===== config.mk =====
export PLATFORM = sky130hd
export DESIGN_NAME = mimo_rx_sym_demapper
export DESIGN_NICKNAME = d
export VERILOG_FILES = /design/src/rtl/mimo_rx_sym_demapper_pkg.sv /design/src/rtl/mimo_rx_int_dump.sv /design/src/rtl/mimo_rx_sym_demapper.sv
export SDC_FILE = /design/constraint.sdc
export NUM_CORES = 1
export LEC_CHECK = 0
export ABC_AREA = 0
export CAP_MARGIN = 20
export CORE_MARGIN = 3
export CORE_UTILIZATION = 40
export CTS_CLUSTER_DIAMETER = 120
export DETAILED_ROUTE_END_ITERATION = 8
export GPL_ROUTABILITY_DRIVEN = 0
export SLEW_MARGIN = 10
export SYNTH_ARGS = -nofsm -noshare
export SYNTH_HDL_FRONTEND = slang
export SYNTH_SLANG_ARGS = --single-unit

===== constraint.sdc =====
create_clock -name CLK_2 -period 2 [get_ports CLK_2]
set_clock_uncertainty 0.1 [all_clocks]
set_input_delay 0.3 -clock CLK_2 [delete_from_list [all_inputs] [get_ports CLK_2]]
set_output_delay 0.3 -clock CLK_2 [all_outputs]
set_load 0.02 [all_outputs]

===== src/rtl/mimo_rx_sym_demapper_pkg.sv =====
// Shared constants for the MIMO receiver symbol demapper: FSM encodings, default
// frame parameters and the accumulator width rule.
package mimo_rx_sym_demapper_pkg;

    localparam logic [0:0]  ST_SEARCH         = 1'b0;
    localparam logic [0:0]  ST_PAYLOAD        = 1'b1;

    localparam int          SPS_DEF           = 4;
    localparam int          PRE_LEN_DEF       = 16;
    localparam logic [15:0] PREAMBLE_DEF      = 16'hE4B1;
    localparam int          PAYLOAD_BYTES_DEF = 16;

    // Summing SPS 8-bit signed samples needs log2(SPS) guard bits.
    function automatic int acc_width(input int sps);
        return 8 + $clog2(sps);
    endfunction

endpackage


===== src/rtl/mimo_rx_int_dump.sv =====
// Integrate-and-dump over SPS samples per symbol followed by a sign slicer that
// produces the {bI,bQ} QPSK hard decision.
module mimo_rx_int_dump
    import mimo_rx_sym_demapper_pkg::*;
#(
    parameter int SPS = SPS_DEF
) (
    input  logic              clk,
    input  logic              rst_n,
    input  logic              in_valid,
    input  logic signed [7:0] i_sample,
    input  logic signed [7:0] q_sample,
    output logic              sym_valid,
    output logic [1:0]        sym_bits
);

    localparam int             AW   = acc_width(SPS);
    localparam int             CW   = (SPS > 1) ? $clog2(SPS) : 1;
    localparam logic [CW-1:0]  LAST = CW'(SPS - 1);

    logic [CW-1:0]        cnt_r;
    logic signed [AW-1:0] acc_i_r;
    logic signed [AW-1:0] acc_q_r;
    logic signed [AW-1:0] sum_i_s;
    logic signed [AW-1:0] sum_q_s;
    logic                 last_s;
    logic                 done_r;
    logic                 sign_i_r;
    logic                 sign_q_r;
    logic                 sym_valid_r;
    logic [1:0]           sym_bits_r;

    // Running sums including the sample currently presented.
    always_comb begin
        sum_i_s = acc_i_r + AW'(i_sample);
        sum_q_s = acc_q_r + AW'(q_sample);
        last_s  = (cnt_r == LAST);
    end

    // Accumulate, dump on the last sample, then slice one enabled cycle later.
    always_ff @(posedge clk) begin
        if (!rst_n) begin
            cnt_r       <= {CW{1'b0}};
            acc_i_r     <= {AW{1'b0}};
            acc_q_r     <= {AW{1'b0}};
            done_r      <= 1'b0;
            sign_i_r    <= 1'b0;
            sign_q_r    <= 1'b0;
            sym_valid_r <= 1'b0;
            sym_bits_r  <= 2'b00;
        end else if (in_valid) begin
            done_r      <= last_s;
            sym_valid_r <= done_r;
            sym_bits_r  <= {sign_i_r, sign_q_r};
            if (last_s) begin
                cnt_r    <= {CW{1'b0}};
                acc_i_r  <= {AW{1'b0}};
                acc_q_r  <= {AW{1'b0}};
                sign_i_r <= sum_i_s[AW-1];
                sign_q_r <= sum_q_s[AW-1];
            end else begin
                cnt_r    <= cnt_r + CW'(1);
                acc_i_r  <= sum_i_s;
                acc_q_r  <= sum_q_s;
            end
        end
    end

    assign sym_valid = sym_valid_r;
    assign sym_bits  = sym_bits_r;

endmodule


===== src/rtl/mimo_rx_sym_demapper.sv =====
// QPSK symbol demapper: preamble hunt, payload byte packing and frame framing
// pulses on top of the integrate-and-dump front end.
module mimo_rx_sym_demapper
    import mimo_rx_sym_demapper_pkg::*;
#(
    parameter int                 SPS           = SPS_DEF,
    parameter int                 PRE_LEN       = PRE_LEN_DEF,
    parameter logic [PRE_LEN-1:0] PREAMBLE      = PREAMBLE_DEF,
    parameter int                 PAYLOAD_BYTES = PAYLOAD_BYTES_DEF
) (
    input  logic              CLK_2,
    input  logic              RST,
    input  logic signed [7:0] I_TOTAL,
    input  logic signed [7:0] Q_TOTAL,
    input  logic              IN_VALID,
    output logic [7:0]        DATA_OUT,
    output logic              DATA_VALID,
    output logic              FRAME_START,
    output logic              FRAME_END,
    output logic              LOCKED
);

    localparam int             FW        = $clog2(PRE_LEN / 2 + 1);
    localparam logic [FW-1:0]  FILL_MAX  = FW'(PRE_LEN / 2);
    localparam int             BW        = (PAYLOAD_BYTES > 1) ? $clog2(PAYLOAD_BYTES) : 1;
    localparam logic [BW-1:0]  LAST_BYTE = BW'(PAYLOAD_BYTES - 1);

    logic               sym_valid_s;
    logic [1:0]         sym_bits_s;

    logic [0:0]         state_r;
    logic [PRE_LEN-1:0] sr_r;
    logic [FW-1:0]      fill_r;
    logic [1:0]         bit_cnt_r;
    logic [BW-1:0]      byte_cnt_r;
    logic [7:0]         byte_r;
    logic [7:0]         data_out_r;
    logic               data_valid_r;
    logic               frame_start_r;
    logic               frame_end_r;
    logic               locked_r;

    logic [PRE_LEN-1:0] sr_next_s;
    logic [FW-1:0]      fill_next_s;
    logic               match_s;
    logic [7:0]         byte_next_s;
    logic               byte_done_s;
    logic               last_byte_s;

    mimo_rx_int_dump #(
        .SPS (SPS)
    ) u_int_dump (
        .clk       (CLK_2),
        .rst_n     (RST),
        .in_valid  (IN_VALID),
        .i_sample  (I_TOTAL),
        .q_sample  (Q_TOTAL),
        .sym_valid (sym_valid_s),
        .sym_bits  (sym_bits_s)
    );

    // Next-state views of the preamble window and the byte being assembled.
    always_comb begin
        sr_next_s   = {sr_r[PRE_LEN-3:0], sym_bits_s};
        fill_next_s = (fill_r == FILL_MAX) ? fill_r : (fill_r + FW'(1));
        match_s     = (sr_next_s == PREAMBLE) && (fill_next_s == FILL_MAX);
        byte_next_s = {byte_r[5:0], sym_bits_s};
        byte_done_s = (bit_cnt_r == 2'd3);
        last_byte_s = (byte_cnt_r == LAST_BYTE);
    end

    // Framing FSM; a low IN_VALID freezes every register, pulses included.
    always_ff @(posedge CLK_2) begin
        if (!RST) begin
            state_r       <= ST_SEARCH;
            sr_r          <= {PRE_LEN{1'b0}};
            fill_r        <= {FW{1'b0}};
            bit_cnt_r     <= 2'd0;
            byte_cnt_r    <= {BW{1'b0}};
            byte_r        <= 8'h00;
            data_out_r    <= 8'h00;
            data_valid_r  <= 1'b0;
            frame_start_r <= 1'b0;
            frame_end_r   <= 1'b0;
            locked_r      <= 1'b0;
        end else if (IN_VALID) begin
            data_valid_r  <= 1'b0;
            frame_start_r <= 1'b0;
            frame_end_r   <= 1'b0;
            if (sym_valid_s) begin
                case (state_r)
                    ST_SEARCH: begin
                        sr_r   <= sr_next_s;
                        fill_r <= fill_next_s;
                        if (match_s) begin
                            frame_start_r <= 1'b1;
                            bit_cnt_r     <= 2'd0;
                            byte_cnt_r    <= {BW{1'b0}};
                            state_r       <= ST_PAYLOAD;
                            locked_r      <= 1'b1;
                        end
                    end
                    ST_PAYLOAD: begin
                        byte_r    <= byte_next_s;
                        bit_cnt_r <= bit_cnt_r + 2'd1;
                        if (byte_done_s) begin
                            data_out_r   <= byte_next_s;
                            data_valid_r <= 1'b1;
                            byte_cnt_r   <= byte_cnt_r + BW'(1);
                            // Clearing the window keeps payload tail bits out of the next hunt.
                            if (last_byte_s) begin
                                frame_end_r <= 1'b1;
                                sr_r        <= {PRE_LEN{1'b0}};
                                fill_r      <= {FW{1'b0}};
                                state_r     <= ST_SEARCH;
                                locked_r    <= 1'b0;
                            end
                        end
                    end
                    default: begin
                        state_r  <= ST_SEARCH;
                        locked_r <= 1'b0;
                    end
                endcase
            end
        end
    end

    assign DATA_OUT    = data_out_r;
    assign DATA_VALID  = data_valid_r;
    assign FRAME_START = frame_start_r;
    assign FRAME_END   = frame_end_r;
    assign LOCKED      = locked_r;

endmodule


# Yosys cells after proc, flatten, opt, wreduce, memory -nomap -nowiden
# Cells that the tools add are included.
dict set report classes {
  n_addsub 6
  n_mul 0
  div 0
  n_lt_le_gt_ge 0
  eq_ne 9
  n_shift 0
  n_mux 32
  bitwise 1
  n_reduce_logical 9
}
# operator n
set ops {}
lappend ops {{$mux 14} 2}
lappend ops {{$pmux 14 s2} 1}
lappend ops {{$add 10x8->10} 2}
lappend ops {{$mux 10} 2}
lappend ops {{$mux 4} 5}
lappend ops {{$eq 16x16->1 const B} 1}
lappend ops {{$pmux 4 s2} 2}
lappend ops {{$mux 1} 15}
lappend ops {{$eq 4x4->1 const B} 3}
lappend ops {{$reduce_and 4->1} 3}
lappend ops {{$add 4x1->4 const B} 2}
lappend ops {{$reduce_and 3->1} 2}
lappend ops {{$reduce_and 5->1} 1}
lappend ops {{$add 2x1->2 const B} 2}
lappend ops {{$eq 2x2->1 const B} 2}
lappend ops {{$mux 2} 2}
lappend ops {{$ne 2x1->1 const B} 2}
lappend ops {{$pmux 1 s2} 2}
lappend ops {{$pmux 2 s2} 1}
lappend ops {{$reduce_and 2->1} 2}
lappend ops {{$ne 2x2->1 const B} 1}
lappend ops {{$logic_and 1x1->1} 1}
lappend ops {{$not 1->1} 1}
dict set report word_totals {
  regBits 71
  latchBits 0
  ramBits 0
  romBits 0
  input_bits 19
  out_inout_bits 12
  elab_cells 76
  memories 0
}

# Longest topological paths before layout
dict set report logic_depth {
  word_depth 7
  ltp_mapped 8
  mapped_depth_nobuf 8
}

# By module
# A second synthesis with hierarchy kept.
dict set report unflattened {
  hier_cells 430
  hier_area_um2 3692.3
}
# mod n_inst cells_each area_per_inst_um2 seq_area_each_um2
set modules_own_cells {}
lappend modules_own_cells {mimo_rx_sym_demapper 1 224 1874.3 860.8}
lappend modules_own_cells {mimo_rx_int_dump 1 206 1818.0 560.5}

# Least setup slack after synthesis
# Ideal clock, no wire load.
dict set report synth_path {
  path_kind {register -> register}
  start {register fill_r[0]}
  end {register byte_cnt_r[2]}
  setup_ps 70
  arrival_ps 2042
  required_time_ps 1830
  path_slack_ps -212
  stages_incl_launch_ff 9
  path_buffers 0
  period_less_slack_ps 2212
  cell_sequence {dfxtp_1 > inv_1 > ha_1 > nor3b_4 > nand3_2 > nor4_4 > a21oi_2 > or4_1 > a21oi_1}
}
dict set report synth_via {
  elab_chain_cells 6
  word_cells_on_any_way 7
  classes_between {1 x add/sub; 3 x eq/ne; 1 x mux; 2 x reduce/logical}
}
# element line_no
set synth_rtl {}
lappend synth_rtl {{start: declaration} mimo_rx_sym_demapper.sv:33} ;# logic [FW-1:0] fill_r;
lappend synth_rtl {{start signal: assignment} mimo_rx_sym_demapper.sv:77} ;# fill_r <= {FW{1'b0}};
lappend synth_rtl {{start signal: assignment} mimo_rx_sym_demapper.sv:94} ;# fill_r <= fill_next_s;
lappend synth_rtl {{start signal: assignment} mimo_rx_sym_demapper.sv:114} ;# fill_r <= {FW{1'b0}};
lappend synth_rtl {{$add 4x1->4 / $eq 4x4->1 (equally long branches)} mimo_rx_sym_demapper.sv:65} ;# fill_next_s = (fill_r == FILL_MAX) ? fill_r : (fill_r + FW'(1));
lappend synth_rtl {{$mux 4 (*)} mimo_rx_sym_demapper.sv:65}
lappend synth_rtl {{$eq 4x4->1 (*)} mimo_rx_sym_demapper.sv:66} ;# match_s = (sr_next_s == PREAMBLE) && (fill_next_s == FILL_MAX);
lappend synth_rtl {{$logic_and 1x1->1 (*)} mimo_rx_sym_demapper.sv:66}
lappend synth_rtl {{$ne 2x2->1 (no line) (*)} -}
lappend synth_rtl {{$reduce_and 4->1 (no line) (*)} -}
lappend synth_rtl {{end signal: assignment} mimo_rx_sym_demapper.sv:79} ;# byte_cnt_r <= {BW{1'b0}};
lappend synth_rtl {{end signal: assignment} mimo_rx_sym_demapper.sv:98} ;# byte_cnt_r <= {BW{1'b0}};
lappend synth_rtl {{end signal: assignment} mimo_rx_sym_demapper.sv:109} ;# byte_cnt_r <= byte_cnt_r + BW'(1);
lappend synth_rtl {{end: declaration} mimo_rx_sym_demapper.sv:35} ;# logic [BW-1:0] byte_cnt_r;
# Mark *: on every way between the ends. The rest lies on a longest branch, timed or not.
# A chain may end at the register's enable or synchronous reset.

# Worst setup path after layout
dict set report layout_path {
  start {input port Q_TOTAL[2]}
  end {register u_int_dump.acc_q_r[9]}
}
dict set report layout_via {
  elab_chain_cells 2
}
# element line_no
set layout_rtl {}
lappend layout_rtl {{start: declaration} mimo_rx_sym_demapper.sv:14} ;# input logic signed [7:0] Q_TOTAL,
lappend layout_rtl {{$add 10x8->10} mimo_rx_int_dump.sv:36} ;# sum_q_s = acc_q_r + AW'(q_sample);
lappend layout_rtl {{$mux 10} mimo_rx_int_dump.sv:55} ;# if (last_s) begin
lappend layout_rtl {{end signal: assignment} mimo_rx_int_dump.sv:45} ;# acc_q_r <= {AW{1'b0}};
lappend layout_rtl {{end signal: assignment} mimo_rx_int_dump.sv:58} ;# acc_q_r <= {AW{1'b0}};
lappend layout_rtl {{end signal: assignment} mimo_rx_int_dump.sv:64} ;# acc_q_r <= sum_q_s;
lappend layout_rtl {{end: declaration} mimo_rx_int_dump.sv:23} ;# logic signed [AW-1:0] acc_q_r;
# No other way between the ends.

==> flow_metrics.env <==
export IMPL_worstPathArrival_ns=2.15
export IMPL_ff2ff_setup_slack_ns=-0.01
export IMPL_port_buffers=30
export IMPL_multi_input_area_um2=2424
export IMPL_required_ns=2.13
export IMPL_vias=3460
export IMPL_ant_nets=0
export IMPL_grt_setup_unrepaired="true"
export IMPL_ir_drop_mv=0.3905
export IMPL_p_total_uw=3578
export IMPL_syn_nets=488
export IMPL_hp_class="input pin to flip-flop"
export IMPL_drt_total_wl_mm=9.063
export IMPL_ys_ff_latch=71
export IMPL_end_kind="flip-flop"
export IMPL_drcViolationCount=0
export IMPL_crit_start="Q_TOTAL[2]"
export IMPL_fp_row_count=34
export IMPL_dr_pass1_iters=4
export IMPL_grt_overflow=0
export IMPL_seqCellArea_um2=1431
export IMPL_ys_seq_area_frac=0.3739
export IMPL_timing_slew_headroom=0.6269
export IMPL_core_um2=8976
export IMPL_viasPerCell=5.172
export IMPL_syn2layout_area_growth_pct=35.39
export IMPL_fmax_mhz=494.3
export IMPL_synth_flop_cell="dfxtp_1"
export IMPL_outcome="finished, violations left"
export IMPL_endpoint="u_int_dump.acc_q_r[9]$_SDFFE_PN0P_"
export IMPL_slew_viol_final=0
export IMPL_r2r_end="LOCKED$_SDFFE_PN0P_"
export IMPL_final_common_cell="buf_4"
export IMPL_path_clk_slew_ns=0.08
export IMPL_grt_max_degree=23
export IMPL_min_from="Q_TOTAL[0]"
export IMPL_layout_nets=583
export IMPL_layout_min_cycle_time_ns=2.023
export IMPL_worstRegToRegCells=8
export IMPL_die_y_um=103.5
export IMPL_final_cell_mix="buf_4 (78), dfxtp_1 (65), a21oi_1 (53)"
export IMPL_grt_usage=0.1765
export IMPL_grt_pass1_vias=3405
export IMPL_hold_ws_ns=0.2563
export IMPL_hold_viol_final=0
export IMPL_clock_path_buffers=2
export IMPL_maxCapViolCount=0
export IMPL_start_kind="input pin"
export IMPL_start_util=0.4235
export IMPL_critPathMaxFanout=2
export IMPL_clockRootBuffer="clkbuf_8"
export IMPL_critical_path_class="input pin to flip-flop"
export IMPL_synthArstFlopShare=0
export IMPL_drive_gt1_frac=0.2634
export IMPL_syn_mean_instance_area_um2=8.561
export IMPL_antenna_found_initial=0
export IMPL_postCtsHoldBufs=0
export IMPL_p_leak_uw=0.002103
export IMPL_drt_wirelength_per_cell_um=13.55
export IMPL_crit_reg2reg_launch="fill_r[0]$_SDFFE_PN0P_"
export IMPL_setup_viol=2
export IMPL_htreeDepth=3
export IMPL_powerDensity_nw_per_um2=695.3
export IMPL_drt_iter0_drc=129
export IMPL_io_pins=31
export IMPL_fin_crit_sh=1.012
export IMPL_diodes=0
export IMPL_grt_first_pass_wirelength_mm=15.28
export IMPL_clock_sinks=71
export IMPL_worst_skew_pair_late_latency_ns=0.35
export IMPL_n_fill_cell=805
export IMPL_syn_cell_area_um2=3801
export IMPL_fin_ws_ns=-0.02316
export IMPL_cts_buffers=9
export IMPL_synth_enable_flop_cells=0
export IMPL_cts_tree="done"
export IMPL_violations="setup timing"
export IMPL_synthDistinctLibCells=56
export IMPL_syn_instance_count=444
export IMPL_dieArea_um2=10710
export IMPL_die_w_um=103.5
export IMPL_worst_pin_slew_ns=0.5585
export IMPL_hpwl_mm=6.343
export IMPL_ys_warn_count=0
critical path: stages:
cell and delay, ns:
clkdlybuf4s50_1 0.42, ha_2 0.21, a211o_1 0.27, o211ai_1 0.13, a21oi_2 0.12, o41ai_4 0.25, buf_4 0.18, mux2i_1 0.18
o211ai_1 0.09
per-layer routing:
| metal | routed length, um | up-vias | share of wire | GRT usage |
|---|---|---|---|---|
| met5 | 0 | - | 0 | 0 |
| met2 | 4460 | 44 | 0.49 | 0.3034 |
| met1 | 4225 | 1641 | 0.47 | 0.2225 |
| met4 | 44 | 0 | 0.0049 | 0.03785 |
| li1 | - | 1771 | - | - |
| met3 | 332 | 4 | 0.037 | 0.04628 |
cells in the mapped netlist, drive strengths merged (2+ instances only):
master	n	area share
dfxtp	71	0.37
a21oi	65	0.087
nand2	48	0.047
nor2	47	0.046
nor3b	28	0.058
ha	23	0.076
clkbuf	16	0.016
o21ai	12	0.017
nor2b	11	0.018
mux2i	10	0.030
xor2	10	0.023
a21o	9	0.018
buf	9	0.012
inv	7	0.0069
a31oi	6	0.0099
nand2b	6	0.0099
nand3	6	0.0092
nor3	5	0.0066
nand4	4	0.0066
o31ai	4	0.0079
xnor2	4	0.0092
a211oi	3	0.0059
nor4	3	0.0089
nor4b	3	0.0069
o211ai	3	0.0059
o21a	3	0.0059
o21bai	3	0.0059
a211o	2	0.0046
and2	2	0.0033
and4bb	2	0.0066
fa	2	0.011
nand4b	2	0.0046
or2	2	0.0033
or4	2	0.0039
report_power, final:
part / total (uW) / internal, uW / leakage [uW] / switching [uW]
registers: 1530 / 1480 / 0.000579 / 47.6
clock network: 1160 / 603 / 0.0000944 / 554
logic: 892 / 478 / 0.00143 / 413
registers in the layout, summed over array words and instances, names as in the netlist, 2 cells and up:
signal,flops
bit_cnt_r,2
byte_cnt_r,4
sr_r,14
u_int_dump.cnt_r,2
u_int_dump.sym_bits,2
DATA_OUT,8
u_int_dump.acc_q_r,10
byte_r,6
fill_r,4
u_int_dump.acc_i_r,10
stage by stage:
stage	TNS (ns)	instance area [um2]	util	setup WS, ns	cells
floorplan	-0.06843	3839	-	-0.06843	444
finish	-0.03397	5146	0.5733	-0.02316	669
CTS	-0.1841	5000	0.5570	-0.04540	668
global route	-0.6005	5146	0.5733	-0.1466	669
global placement	-6.041	4750	0.5291	-0.5171	648
detailed placement	-6.666	4750	0.5291	-0.6040	648
repair_timing:
item | in CTS | in global routing
resized for setup | 11 | 32
pin swaps | 20 | 22
endpoints found under the hold margin | 0 | 0
endpoints found under the setup margin | 10 | 19
setup buffers | 5 | 2
final cells by class:
class / instances / share of cell area
well taps: 126 / 0.03063
clock inverters: 5 / 0.01143
inverters: 7 / 0.005592
multi-input cells: 341 / 0.4709
repair buffers: 109 / 0.1765
clock buffers: 10 / 0.02674
flip-flops and latches: 71 / 0.2781
logic make-up (layout without fill, tap and decap cells):
logic type,after synthesis,in the layout,synth area share
simple gates,174,174,0.2475
compound gates,116,116,0.1863
flops,71,71,0.3739
buf+inv,32,131,0.03522
fa+ha+maj,25,25,0.08624
xor+xnor,15,15,0.03818
mux,11,11,0.03259
worst min-delay path by stage:
stage / cells after the start / slack, ns / end
2_1_floorplan: 1 / 0.32 / fill_r[0]$_SDFFE_PN0P_
3_3_place_gp: 2 / 0.34 / u_int_dump.acc_q_r[6]$_SDFFE_PN0P_
3_5_place_dp: 2 / 0.35 / DATA_OUT[5]$_SDFFE_PN0P_
4_1_cts: 4 / 0.32 / u_int_dump.acc_i_r[0]$_SDFFE_PN0P_
5_1_grt: 4 / 0.29 / u_int_dump.acc_q_r[0]$_SDFFE_PN0P_
6_report: 4 / 0.26 / u_int_dump.acc_q_r[0]$_SDFFE_PN0P_
(Power assumes the default switching activity.)
